[config.mk]
export PLATFORM = sky130hd
export DESIGN_NAME = app_in_fifo
export DESIGN_NICKNAME = d
export VERILOG_FILES = /design/src/rtl/app_in_fifo.sv
export SDC_FILE = /design/constraint.sdc
export NUM_CORES = 1
export LEC_CHECK = 0
export CAP_MARGIN = 20
export CORE_UTILIZATION = 30
export DETAILED_ROUTE_END_ITERATION = 8
export GPL_TIMING_DRIVEN = 0
export PLACE_DENSITY = 0.58
export SYNTH_ARGS = -nofsm -noshare
export SYNTH_HDL_FRONTEND = slang
export SYNTH_SLANG_ARGS = --single-unit
export TNS_END_PERCENT = 20
[constraint.sdc]
create_clock -name clk_i -period 3.05 [get_ports clk_i]
set_input_delay 0.61 -clock clk_i [delete_from_list [all_inputs] [get_ports clk_i]]
set_output_delay 0.61 -clock clk_i [all_outputs]
set_load 0.05 [all_outputs]
[src/rtl/app_in_fifo.sv]
//------------------------------------------------------------------------------
// Module      : app_in_fifo
// Description : Byte FIFO between an application source and a bulk IN
//               endpoint. Register-array storage with wrap-bit pointers,
//               occupancy level and empty/full/almost-full flags.
//               Optional feature macro: APP_IN_FIFO_OVF_DROP_EN
//                 defined   -> s_ready_o held high outside reset; writes into
//                              a full FIFO are dropped and counted (ovf_cnt_o,
//                              saturating).
//                 undefined -> s_ready_o = ~full_o, ovf_cnt_o tied to zero.
// Revision    : 1.0 - initial release
//------------------------------------------------------------------------------
`default_nettype none

module app_in_fifo #(
    parameter int DEPTH       = 16,
    parameter int AFULL_LEVEL = 12
) (
    input  logic                       clk_i,
    input  logic                       rst_i,
    input  logic                       flush_i,
    input  logic [7:0]                 s_data_i,
    input  logic                       s_valid_i,
    output logic                       s_ready_o,
    output logic [7:0]                 m_data_o,
    output logic                       m_valid_o,
    input  logic                       m_ready_i,
    output logic [$clog2(DEPTH):0]     level_o,
    output logic                       empty_o,
    output logic                       full_o,
    output logic                       afull_o,
    output logic [15:0]                ovf_cnt_o
);

    localparam int c_AW = $clog2(DEPTH);
    localparam int c_PW = c_AW + 1;
    localparam logic [c_PW-1:0] c_DEPTH_LVL = c_PW'(DEPTH);
    localparam logic [c_PW-1:0] c_AFULL_LVL = c_PW'(AFULL_LEVEL);

    logic [7:0]      r_mem [DEPTH];
    logic [c_PW-1:0] r_wr_ptr;
    logic [c_PW-1:0] r_rd_ptr;

    logic [c_PW-1:0] w_level;
    logic            w_empty;
    logic            w_full;
    logic            w_s_ready;
    logic            w_rd_en;
    logic            w_wr_en;

    // Status derived purely from the registered pointers
    assign w_level = r_wr_ptr - r_rd_ptr;
    assign w_empty = (w_level == '0);
    assign w_full  = (w_level == c_DEPTH_LVL);

    // A read needs a byte already stored, so an incoming byte can never be
    // consumed in the cycle it is written.
    assign w_rd_en = ~w_empty & m_ready_i;

`ifdef APP_IN_FIFO_OVF_DROP_EN
    logic [15:0] r_ovf_cnt;
    logic        w_drop;

    // Always ready outside reset; a write into a full FIFO is only stored
    // when a read frees a slot in the same cycle, otherwise it is dropped.
    assign w_s_ready = ~rst_i;
    assign w_wr_en   = s_valid_i & w_s_ready & (~w_full | w_rd_en);
    assign w_drop    = s_valid_i & w_s_ready & w_full & ~w_rd_en;

    // Saturating count of dropped bytes; flush leaves it untouched
    always_ff @(posedge clk_i) begin
        if (rst_i) begin
            r_ovf_cnt <= 16'd0;
        end else if (w_drop && !flush_i && (r_ovf_cnt != 16'hFFFF)) begin
            r_ovf_cnt <= r_ovf_cnt + 16'd1;
        end
    end

    assign ovf_cnt_o = r_ovf_cnt;
`else
    // Backpressure when full; no overflow accounting exists
    assign w_s_ready = ~w_full;
    assign w_wr_en   = s_valid_i & w_s_ready;
    assign ovf_cnt_o = 16'd0;
`endif

    // Pointer update: reset beats flush, flush beats any transfer
    always_ff @(posedge clk_i) begin
        if (rst_i || flush_i) begin
            r_wr_ptr <= '0;
            r_rd_ptr <= '0;
        end else begin
            if (w_wr_en) begin
                r_wr_ptr <= r_wr_ptr + c_PW'(1);
            end
            if (w_rd_en) begin
                r_rd_ptr <= r_rd_ptr + c_PW'(1);
            end
        end
    end

    // Storage array: cleared on reset, written at the write pointer slot
    always_ff @(posedge clk_i) begin
        if (rst_i) begin
            for (int i = 0; i < DEPTH; i++) begin
                r_mem[i] <= 8'd0;
            end
        end else if (w_wr_en && !flush_i) begin
            r_mem[r_wr_ptr[c_AW-1:0]] <= s_data_i;
        end
    end

    assign s_ready_o = w_s_ready;
    assign m_data_o  = r_mem[r_rd_ptr[c_AW-1:0]];
    assign m_valid_o = ~w_empty;
    assign level_o   = w_level;
    assign empty_o   = w_empty;
    assign full_o    = w_full;
    assign afull_o   = (w_level >= c_AFULL_LVL);

endmodule

`default_nettype wire

; ---- Word level (Yosys, flattened, before mapping)
; Memories as Yosys holds them, arrays and structs flattened. A register that Yosys moved wholly into a read port is not among the register bits.
; Cells that the tools add are included.
[totals]
register_bits = 10
ram_bits = 128
inputBits = 13
out_inout_bits = 34
mem_count = 1
[classes]
n_addsub = 3
n_lt_le_gt_ge = 1
n_eq_ne = 1
muxes = 10
n_bitwise = 4
reduce_logical = 5
[memory_table]
columns = name, depth, width, rd, rd_ports_with_merged_regs, wr, line_no
row1 = r_mem, 16, 8, 1, 1, 16, 40  ; logic [7:0] r_mem [DEPTH];
[ops]
columns = op, count
row1 = $mux W4, 3
row2 = $add A5 B1 Y5 const B, 2
row3 = $mux W8, 1
row4 = $reduce_or A8 Y1, 1
row5 = $mux W1, 6
row6 = $eq A5 B5 Y1 const B, 1
row7 = $ge A5 B4 Y1 const B, 1
row8 = $logic_not A5 Y1, 1
row9 = $sub A5 B5 Y5, 1
row10 = $and A1 B1 Y1, 2
row11 = $not A1 Y1, 2
row12 = $logic_and A1 B1 Y1, 1
row13 = $logic_not A1 Y1, 1
row14 = $logic_or A1 B1 Y1, 1

; ---- Depth between registers and ports, before layout
; Gate-level depths: netlist (run 1).
[logic_depth]
depth_word = 10
ltp_mapped = 12

; ---- Worst setup path after synthesis (run 1)
; OpenSTA, ideal clock, no wires.
[synth_timing]
path_type = register to register
from = register r_wr_ptr[0]
to = memory r_mem[3][0], enable pin
setup_ns = 0.326
t_arrival_ns = 3.058
setup_slack_ns = -0.334
path_stages_with_launch = 12
n_path_buf = 1
synth_period_minus_slack_ns = 3.384
path_cell_list = dfxtp_1 > inv_1 > ha_1 > inv_1 > fa_1 > xor2_1 > nand4b_1 > a211o_1 > buf_6 > inv_8 > nor3_2 > a21o_1
[synth_lines]
columns = item, line_no
row1 = from (decl), 41  ; logic [c_PW-1:0] r_wr_ptr;
row2 = from (signal assigned), 94  ; r_wr_ptr <= r_wr_ptr + c_PW'(1);
row3 = to (decl), 40

; ---- Worst setup path after layout (run 1)
[layout_timing]
from = register r_wr_ptr[0]
to = output port full_o
[layout_via]
elab_chain_len = 2
[layout_lines]
columns = item, line_no
row1 = $sub A5 B5 Y5, 52  ; assign w_level = r_wr_ptr - r_rd_ptr;
row2 = $eq A5 B5 Y1, 54  ; assign w_full = (w_level == c_DEPTH_LVL);
row3 = to (decl), 30  ; output logic full_o,
; Every way passes these cells.

==> flow_summary.toml, run 1 <==
[drt]
drcViolationCount = 0
via_count = 4475
routed_via_density = 5.23
routed-wl-met2_mm = 9.32
maxUsedRoutingLayer = "met4"
wl_per_cell_um = 21.3
dr.pass1.iters = 7
drt-met1-wl_mm = 7.57
postRouteAntennaNets = 0
initialDrtViolationCount = 481
met3_length_mm = 1.11
wl_mm = 18.2

[grt]
grt_max_degree = 17
antenna_found_initial = 0
grt_pass1_vias = 4706
grt_overflow = 0
grt_use_total = 0.165
grt_pass1_wl_mm = 28.0

[timing]
final.setup_skew_ns = 0.00833
max_freq_ghz = 0.321
slew_viol_final = 0
holdWs_ns = 0.500
slew_headroom = 0.464
finalSetupViolCount = 2
fin_ws_ns = -0.0663
tightest_slew_ns = 0.804
hold_viol = 0
min_period_ns = 3.12
rsz0062_at_grt = "yes"
min_period_over_period = 1.02

[clock_tree]
clockBufferDepth = 2
cts_tree = "done"
cts_buffers = 17
hold_buffers = 0
ctsRootBufferMaster = "clkbuf_16"
h-tree-depth = 4
clk_latency_ns = 0.43
clkTransAtPathRegs_ns = 0.06
cts_sinks = 142

[worst_setup_path]
rr_startpoint = "r_wr_ptr[0]$_SDFFE_PP0P_"
worstSetupStartpoint = "r_wr_ptr[0]$_SDFFE_PP0P_"
cp_max_fo = 4
critPathRequiredTime_ns = 2.44
criticalPathCategory = "register to output port"
critPathCaptureType = "output port"
critPathLaunchType = "register"
r2r_end = "r_mem[2][2]$_SDFFCE_PN0P_"
crit_arrival_ns = 2.51
ff2ff_path_depth = 13
critPathCapture = "full_o"
r2r_slack_ns = 0.13

[min_path]
hp-class = "register to register"

[power]
p_leak_uw = 0.00301
ir_worst_vdd_v = 0.000269
switchingPower_uw = 1170
comb_power_share = 0.111
p_per_area_mw_per_mm2 = 595
intPower_uw = 3720
swShare = 0.239
power_frac_seq = 0.451
clockPowerShare = 0.439

[synthesis]
synth_seq_cells = 142
synth.most_common_cell = "edfxtp_1"
ys.flop_type = "edfxtp_1"
synthTopCellsByCount = "edfxtp_1 (128), nor2_1 (98), mux4_2 (40)"
yosys.area.top_type = "edfxtp_1"
syn_area_per_cell_um2 = 13.6
netlist.area_leader.share = 0.566
synth_warnings = 0
ys_top_cells_by_area = "edfxtp_1 (57%), mux4_2 (13%), nor2_1 (5.4%), dfxtp_1 (4.1%), and3_1 (2.9%)"
synth-edff-count = 128
syn-cell-area_mm2 = 0.00679
synth.yosys.seq_area_share = 0.608
ys_types = 44
synth_cells = 498
synthArstFlopShare = 0

[die]
start_util = 0.308
die_h_um = 152
core-area_mm2 = 0.0220
die_x_um = 152
num_rows = 54
ios = 47
dieArea_mm2 = 0.0232

[layout]
final_cell_area_mm2 = 0.00822
syn2layout_area_growth_pct = 21.1
num_antenna_cells = 0
nets = 589
drive_above_1_share = 0.280

[place]
post-dp-hpwl_mm = 13.2
io_buffers = 29
placed_area_mm2 = 0.00750
place_congestion = 0.844

[outcome]
status = "finished, violations left"
violations = "setup timing"

[run]
maxCapViolCount = 0
[critical path: stages (launching register included)]
cell	delay (ns)
dfxtp_4	0.36
inv_4	0.04
ha_4	0.15
inv_2	0.05
fa_2	0.45
nand3b_1	0.17
a211o_1	0.25
a211o_1	0.30
buf_6	0.14
inv_8	0.05
buf_8	0.13
[area by class of cell]
type,instances,area (um^2)
inverters,11,51.3
multi-input cells,311,2470
repair buffers,35,293
well taps,280,350
clock inverters,12,173
plain buffers,48,325
flip-flops and latches,142,4130
clock buffers,17,425
fillers,2137,13800
[metrics by stage]
| stage | utilization | std cells | setup TNS, ns | power (uW) | worst slack [ns] |
|---|---|---|---|---|---|
| floorplan | - | 513 | 0 | 2600 | 0.0240 |
| global placement | 0.340 | 822 | -4.69 | 2760 | -0.527 |
| detailed placement | 0.340 | 822 | -5.45 | 2770 | -0.558 |
| CTS | 0.371 | 856 | -0.516 | 4900 | -0.126 |
| global route | 0.373 | 856 | -0.365 | 5020 | -0.171 |
| finish | 0.373 | 856 | -0.102 | 4890 | -0.0663 |
[power groups by stage]
| stage | clock network [uW] | logic, uW | registers, uW |
|---|---|---|---|
| finish | 2150 | 541 | 2200 |
| floorplan | 0 | 366 | 2230 |
| CTS | 2150 | 539 | 2210 |
| global route | 2240 | 572 | 2210 |
| detailed placement | 0 | 524 | 2240 |
| global placement | 0 | 519 | 2240 |
[worst min path at each step]
stage	startpoint	end	slack, ns	depth (start not counted)
2_1_floorplan	r_rd_ptr[4]$_SDFFE_PP0P_	r_rd_ptr[4]$_SDFFE_PP0P_	0.47	2
3_3_place_gp	r_rd_ptr[4]$_SDFFE_PP0P_	r_rd_ptr[4]$_SDFFE_PP0P_	0.49	2
3_5_place_dp	r_rd_ptr[4]$_SDFFE_PP0P_	r_rd_ptr[4]$_SDFFE_PP0P_	0.49	2
4_1_cts	r_rd_ptr[4]$_SDFFE_PP0P_	r_rd_ptr[4]$_SDFFE_PP0P_	0.50	2
5_1_grt	r_rd_ptr[4]$_SDFFE_PP0P_	r_rd_ptr[4]$_SDFFE_PP0P_	0.55	2
6_report	r_rd_ptr[4]$_SDFFE_PP0P_	r_rd_ptr[4]$_SDFFE_PP0P_	0.50	2
[timing repair]
action / 4_1_cts / 5_1_grt
resized for setup: 84 / 26
setup endpoints to repair: 48 / 122
buffers inserted: 6 / 0
cloned: 0 / 0
pin swaps: 2 / 1
endpoints found under the hold margin: 0 / 0
[state kept, by name, indices dropped and copies added (netlist names), named ones only]
signal	count
r_wr_ptr	5
r_rd_ptr	5
r_mem	128
[placed cells by master (no fill, tap or decap), types with 6 or more instances in the layout]
cell type / Yosys / routed
clkbuf_2: 1 / 6
buf_2: 14 / 16
o21ai_0: 7 / 7
nand2_1: 30 / 30
inv_1: 10 / 7
or3_1: 6 / 6
buf_6: 3 / 6
ha_1: 9 / 8
buf_4: 17 / 22
clkbuf_16: 0 / 17
and3_1: 32 / 32
dfxtp_1: 14 / 11
a31o_4: 0 / 6
edfxtp_1: 128 / 128
mux4_2: 40 / 40
nor2_1: 98 / 97
clkdlybuf4s50_1: 0 / 13
conb_1: 1 / 16
nand3_1: 7 / 6
a21oi_1: 11 / 11
[cell families after synthesis]
| logic type | after synthesis | share of synthesized area |
|---|---|---|
| multiplexers | 41 | 0.134 |
| adder cells (fa/ha/maj) | 10 | 0.0195 |
| AO/OA/AOI/OAI | 41 | 0.0448 |
| XOR/XNOR | 3 | 0.00387 |
| AND/OR/NAND/NOR | 200 | 0.140 |
| buffers and inverters | 60 | 0.0498 |
| other | 1 | 0.000552 |
| flip-flops | 142 | 0.608 |
[routing by layer]
metal,vias up,global-route usage
met3,21,0.0384
met1,2297,0.211
li1,1968,-
met2,189,0.276
met4,0,0.0534
met5,-,0
Power figures use the tool's default switching activity.
==> inputs of run 2 (changes only) <==
CORE_UTILIZATION = 59   (was 30)
PLACE_DENSITY = 0.92   (was 0.58)
==> flow_summary.toml, run 2 (synthesis gave the netlist of run 1 again) <==
[outcome]
status = "finished, violations left"
violations = "setup timing"

[layout]
postLayoutCoreUtil = 0.727
num_antenna_cells = 0
drive_above_1_share = 0.273
largest_register_ffs = 128
final_common_cell = "edfxtp_1"
top_regs = "r_mem: 128 flops, r_rd_ptr: 5 flops, r_wr_ptr: 5 flops"
nets = 588
final_cell_area_mm2 = 0.00802
final_cells = 718
regMostFlops = "r_mem"
final_cell_mix = "edfxtp_1 (128), nor2_1 (97), mux4_2 (40)"
syn2layout_area_growth_pct = 18.1

[clock_tree]
h-tree-depth = 4
hold_buffers = 0
cts_buffers = 17
cts_tree = "done"
clk_latency_ns = 0.43
clkTransAtPathRegs_ns = 0.06
cts_sinks = 142
ctsRootBufferMaster = "clkbuf_16"
clockBufferDepth = 2

[grt]
antenna_found_initial = 0
grt_pass1_vias = 4862
grt_pass1_wl_mm = 27.9
grt_max_degree = 17
grt_use_total = 0.342
grt_overflow = 0

[drt]
postRouteAntennaNets = 0
dr.pass1.iters = 6
initialDrtViolationCount = 663
wl_mm = 19.0
wl_per_cell_um = 26.4
via_count = 4886
drcViolationCount = 0
routed_via_density = 6.81

[timing]
setup_tns_ns = -0.188
rsz0062_at_grt = "yes"
slew_viol_final = 0
hold_viol = 0
max_freq_ghz = 0.316
finalSetupViolCount = 3
holdWs_ns = 0.503
tightest_slew_ns = 0.835
min_period_over_period = 1.04
min_period_ns = 3.17
final.setup_skew_ns = 0.00690
fin_ws_ns = -0.118
slew_headroom = 0.443

[worst_setup_path]
crit_path_max_incr_delay_ns = 0.46
critPathRequiredTime_ns = 2.44
cpLargestDelayFamily = "adder cells"
cp_max_fo = 9
crit_chain = "inv_6 > ha_4 > inv_2 > fa_2 > nand3b_1 > a211o_1 > a211o_1 > buf_6 > clkinv_8 > buf_12"
critPathLaunchType = "register"
critical-path-slowest-cell = "fa_2"
crit_top_cell = "a211o_1"
ff2ff_path_depth = 12
criticalPathCategory = "register to output port"
r2r_end = "r_mem[13][0]$_SDFFCE_PN0P_"
crit_buf_inv = 5
critPathCaptureType = "output port"
r2r_slack_ns = 0.06
rr_startpoint = "r_wr_ptr[0]$_SDFFE_PP0P_"
crit_arrival_ns = 2.56

[run]
maxCapViolCount = 0

[die]
core-area_mm2 = 0.0110
ios = 47
num_rows = 38
start_util = 0.615
die_h_um = 109
die_x_um = 109
dieArea_mm2 = 0.0119

[power]
ir_worst_vdd_v = 0.000393
p_leak_uw = 0.00301
p_per_area_mw_per_mm2 = 616

[place]
post-dp-hpwl_mm = 12.3
io_buffers = 29
placed_area_mm2 = 0.00732
place_congestion = 0.921
dp.cells = 682

[min_path]
holdPathEnd = "r_rd_ptr[4]$_SDFFE_PP0P_"
holdCritStartpoint = "r_rd_ptr[4]$_SDFFE_PP0P_"
holdPathStages = 2
hp-class = "register to register"
==> run 2: cell types whose count changed in the layout (fill, tap and decap cells not counted), moves of 2 or more <==
cell | before | now
a31o_2 | 4 | 10
a31o_4 | 6 | 0
inv_6 | 0 | 6
a21o_1 | 0 | 3
a21o_2 | 5 | 2
clkinvlp_4 | 4 | 1
clkbuf_2 | 6 | 4
==> run 2: worst reg2reg max path, cell delays in order, from the launching register on <==
cell	delay (ns)
dfxtp_4	0.37
inv_6	0.04
ha_4	0.15
inv_2	0.05
fa_2	0.46
nand3b_1	0.18
a211o_1	0.24
a211o_1	0.27
buf_6	0.15
buf_4	0.14
nand3_1	0.28
clkbuf_4	0.31
nor2_1	0.08
==> run 2: final cells by class <==
| class | instances | area (um^2) |
|---|---|---|
| tap | 140 | 175 |
| sequential | 142 | 4130 |
| clock buffer | 18 | 429 |
| fill | 689 | 3010 |
| buffer | 48 | 332 |
| timing repair buffer | 34 | 297 |
| inverter | 11 | 58.8 |
| multi-input combinational | 311 | 2410 |
| clock inverter | 14 | 181 |
==> run 2: what timing repair did <==
| item | in CTS | in global routing |
|---|---|---|
| resized for setup | 87 | 19 |
| pin swaps | 1 | 2 |
| buffers inserted | 4 | 1 |
| gates cloned | 0 | 0 |
| endpoints found under the setup margin | 45 | 32 |
==> run 2: routing by layer <==
metal	share of wire	vias up	GRT usage	routed length [um]
met2	0.51	443	0.590	9750
met1	0.33	2375	0.395	6170
met3	0.10	97	0.0765	1940
met5	0	-	0	0
li1	-	1971	-	-
met4	0.057	0	0.191	1080
==> run 2: worst max-delay path by stage <==
| stage | slack, ns | from | cells past startpoint | to |
|---|---|---|---|---|
| 6_report | -0.12 | r_wr_ptr[0]$_SDFFE_PP0P_ | 10 | full_o |
| 5_1_grt | -0.17 | r_wr_ptr[0]$_SDFFE_PP0P_ | 10 | full_o |
| 4_1_cts | -0.13 | r_wr_ptr[0]$_SDFFE_PP0P_ | 10 | full_o |
| 3_5_place_dp | -0.57 | r_wr_ptr[0]$_SDFFE_PP0P_ | 10 | full_o |
| 3_3_place_gp | -0.50 | r_wr_ptr[0]$_SDFFE_PP0P_ | 10 | full_o |
| 2_1_floorplan | 0.02 | r_wr_ptr[0]$_SDFFE_PP0P_ | 11 | r_mem[3][0]$_SDFFCE_PN0P_ |
==> run 2: power breakdown <==
group	switching [uW]	leakage [uW]	internal (uW)
registers	29.3	0.00144	2180
clock network	875	0.000298	1310
logic	354	0.00128	189
total	1260	0.00301	3680
==> run 2: metrics by stage <==
step | setup slack, ns | total power, uW
2_1_floorplan | 0.0240 | 2600
3_3_place_gp | -0.502 | 2740
3_5_place_dp | -0.574 | 2760
4_1_cts | -0.132 | 4900
5_1_grt | -0.175 | 5020
6_report | -0.118 | 4940
==> inputs of run 3 (changes only) <==
CAP_MARGIN = 5   (was 20)
SKIP_CTS_REPAIR_TIMING = 1   (was unset)
==> flow_summary.toml, run 3 (synthesis gave the netlist of run 1 again) <==
[timing]
slew_headroom = 0.440
max_freq_ghz = 0.306
final.setup_skew_ns = 0.00915
fin_ws_ns = -0.222
tightest_slew_ns = 0.840
finalSetupViolCount = 4
setup_tns_ns = -0.558
hold_viol = 0
holdWs_ns = 0.504
slew_viol_final = 0
min_period_ns = 3.27
rsz0062_at_grt = "yes"
min_period_over_period = 1.07

[layout]
top_regs = "r_mem: 128 flops, r_rd_ptr: 5 flops, r_wr_ptr: 5 flops"
regMostFlops = "r_mem"
nets = 592
drive_above_1_share = 0.278
fillers = 665
largest_register_ffs = 128
multiInputGateArea_mm2 = 0.00242
syn2layout_area_growth_pct = 18.9
final_cell_mix = "edfxtp_1 (128), nor2_1 (97), mux4_2 (40)"
final_common_cell = "edfxtp_1"
seqCellArea_mm2 = 0.00413
num_antenna_cells = 0

[worst_setup_path]
critPathCaptureType = "output port"
critPathLaunchType = "register"
crit_arrival_ns = 2.66
crit_top_cell = "a211o_1"
criticalPathCategory = "register to output port"
crit_buf_inv = 5
rr_startpoint = "r_wr_ptr[0]$_SDFFE_PP0P_"
critical-path-slowest-cell = "fa_2"
cp_max_fo = 9
cpLargestDelayFamily = "adder cells"
r2r_slack_ns = 0.03
ff2ff_path_depth = 13
crit_chain = "inv_6 > ha_4 > inv_2 > fa_2 > nand3b_1 > a211o_1 > a211o_1 > buf_6 > inv_8 > buf_8"
crit_path_max_incr_delay_ns = 0.47
r2r_end = "r_mem[9][2]$_SDFFCE_PN0P_"
critPathRequiredTime_ns = 2.44

[drt]
wl_per_cell_um = 26.5
routed_via_density = 6.74
dr.pass1.iters = 5
via_count = 4863
initialDrtViolationCount = 562
postRouteAntennaNets = 0
drcViolationCount = 0
wl_mm = 19.1

[die]
die_h_um = 109
start_util = 0.615
ios = 47
die_x_um = 109
num_rows = 38
core-area_mm2 = 0.0110
dieArea_mm2 = 0.0119

[clock_tree]
clkTransAtPathRegs_ns = 0.06
cts_sinks = 142
cts_tree = "done"
cts_buffers = 17
clk_latency_ns = 0.43
clockBufferDepth = 2
h-tree-depth = 4
ctsRootBufferMaster = "clkbuf_16"

[grt]
grt_use_total = 0.340
antenna_found_initial = 0
grt_pass1_wl_mm = 27.7
grt_pass1_vias = 4843
grt_overflow = 0
grt_max_degree = 17

[place]
io_buffers = 29
place_congestion = 0.921
post-dp-hpwl_mm = 12.3

[min_path]
holdPathEnd = "r_rd_ptr[4]$_SDFFE_PP0P_"
holdPathStages = 2
hp-class = "register to register"
holdCritStartpoint = "r_rd_ptr[4]$_SDFFE_PP0P_"

[power]
p_per_area_mw_per_mm2 = 615
ir_worst_vdd_v = 0.000401
p_leak_uw = 0.00308

[outcome]
violations = "setup timing"
status = "finished, violations left"

[run]
maxCapViolCount = 0
==> run 3: changes by cell type in the layout (fill, tap and decap cells not counted), sizes merged <==
cell	change
clkbuf	+5
dlymetal6s2s	+3
dlygate4sd2	-2
buf	-1
clkdlybuf4s15	-1
clkinv	-1
inv	+1
==> run 3: report_power, final <==
| group | total (uW) | internal (uW) | switching (uW) |
|---|---|---|---|
| Combinational | 567 | 207 | 360 |
| Sequential | 2210 | 2180 | 29.9 |
| Clock | 2190 | 1310 | 880 |
| Total | 4960 | 3690 | 1270 |
==> run 3: worst max path at each step <==
stage                                         from                   endpoint  slack, ns  cells after the start
after floorplan           r_wr_ptr[0]$_SDFFE_PP0P_  r_mem[3][0]$_SDFFCE_PN0P_       0.02                     11
after global placement    r_wr_ptr[0]$_SDFFE_PP0P_                     full_o      -0.50                     10
after detailed placement  r_wr_ptr[0]$_SDFFE_PP0P_                     full_o      -0.57                     10
after CTS                 r_wr_ptr[0]$_SDFFE_PP0P_                     full_o      -1.04                     10
after global routing      r_wr_ptr[0]$_SDFFE_PP0P_                     full_o      -0.29                     10
final                     r_wr_ptr[0]$_SDFFE_PP0P_                     full_o      -0.22                     10
==> run 3: worst register-to-register path: stages (launching register included) <==
cell      delay (ns)
dfxtp_4         0.39
inv_6           0.05
ha_4            0.15
inv_2           0.06
fa_2            0.47
nand3b_1        0.18
a211o_1         0.25
a211o_1         0.31
buf_6           0.14
buf_4           0.15
buf_4           0.13
nand3_1         0.18
buf_4           0.22
nor2_1          0.07
==> run 3: final cells by class <==
cell class | count | share of cell area
sequential | 142 | 0.512
multi-input combinational | 311 | 0.300
clock buffer | 18 | 0.0532
buffer | 48 | 0.0423
timing repair buffer | 38 | 0.0417
clock inverter | 14 | 0.0225
tap | 140 | 0.0217
inverter | 11 | 0.00666
==> run 3: metrics by stage <==
stage | utilization | std cells | setup WS (ns) | total power (uW) | instance area, um^2
5_1_grt | 0.732 | 722 | -0.293 | 5040 | 8070
3_3_place_gp | 0.664 | 682 | -0.502 | 2740 | 7320
4_1_cts | 0.719 | 714 | -1.04 | 4890 | 7930
6_report | 0.732 | 722 | -0.222 | 4960 | 8070
2_1_floorplan | - | 513 | 0.0240 | 2600 | 6860
3_5_place_dp | 0.664 | 682 | -0.574 | 2760 | 7320
==> run 3: layer usage <==
metal / track usage / up-vias / share of wire
li1: - / 1976 / -
met1: 0.390 / 2368 / 0.32
met2: 0.585 / 427 / 0.52
met3: 0.0861 / 92 / 0.10
met4: 0.182 / 0 / 0.055
met5: 0 / - / 0
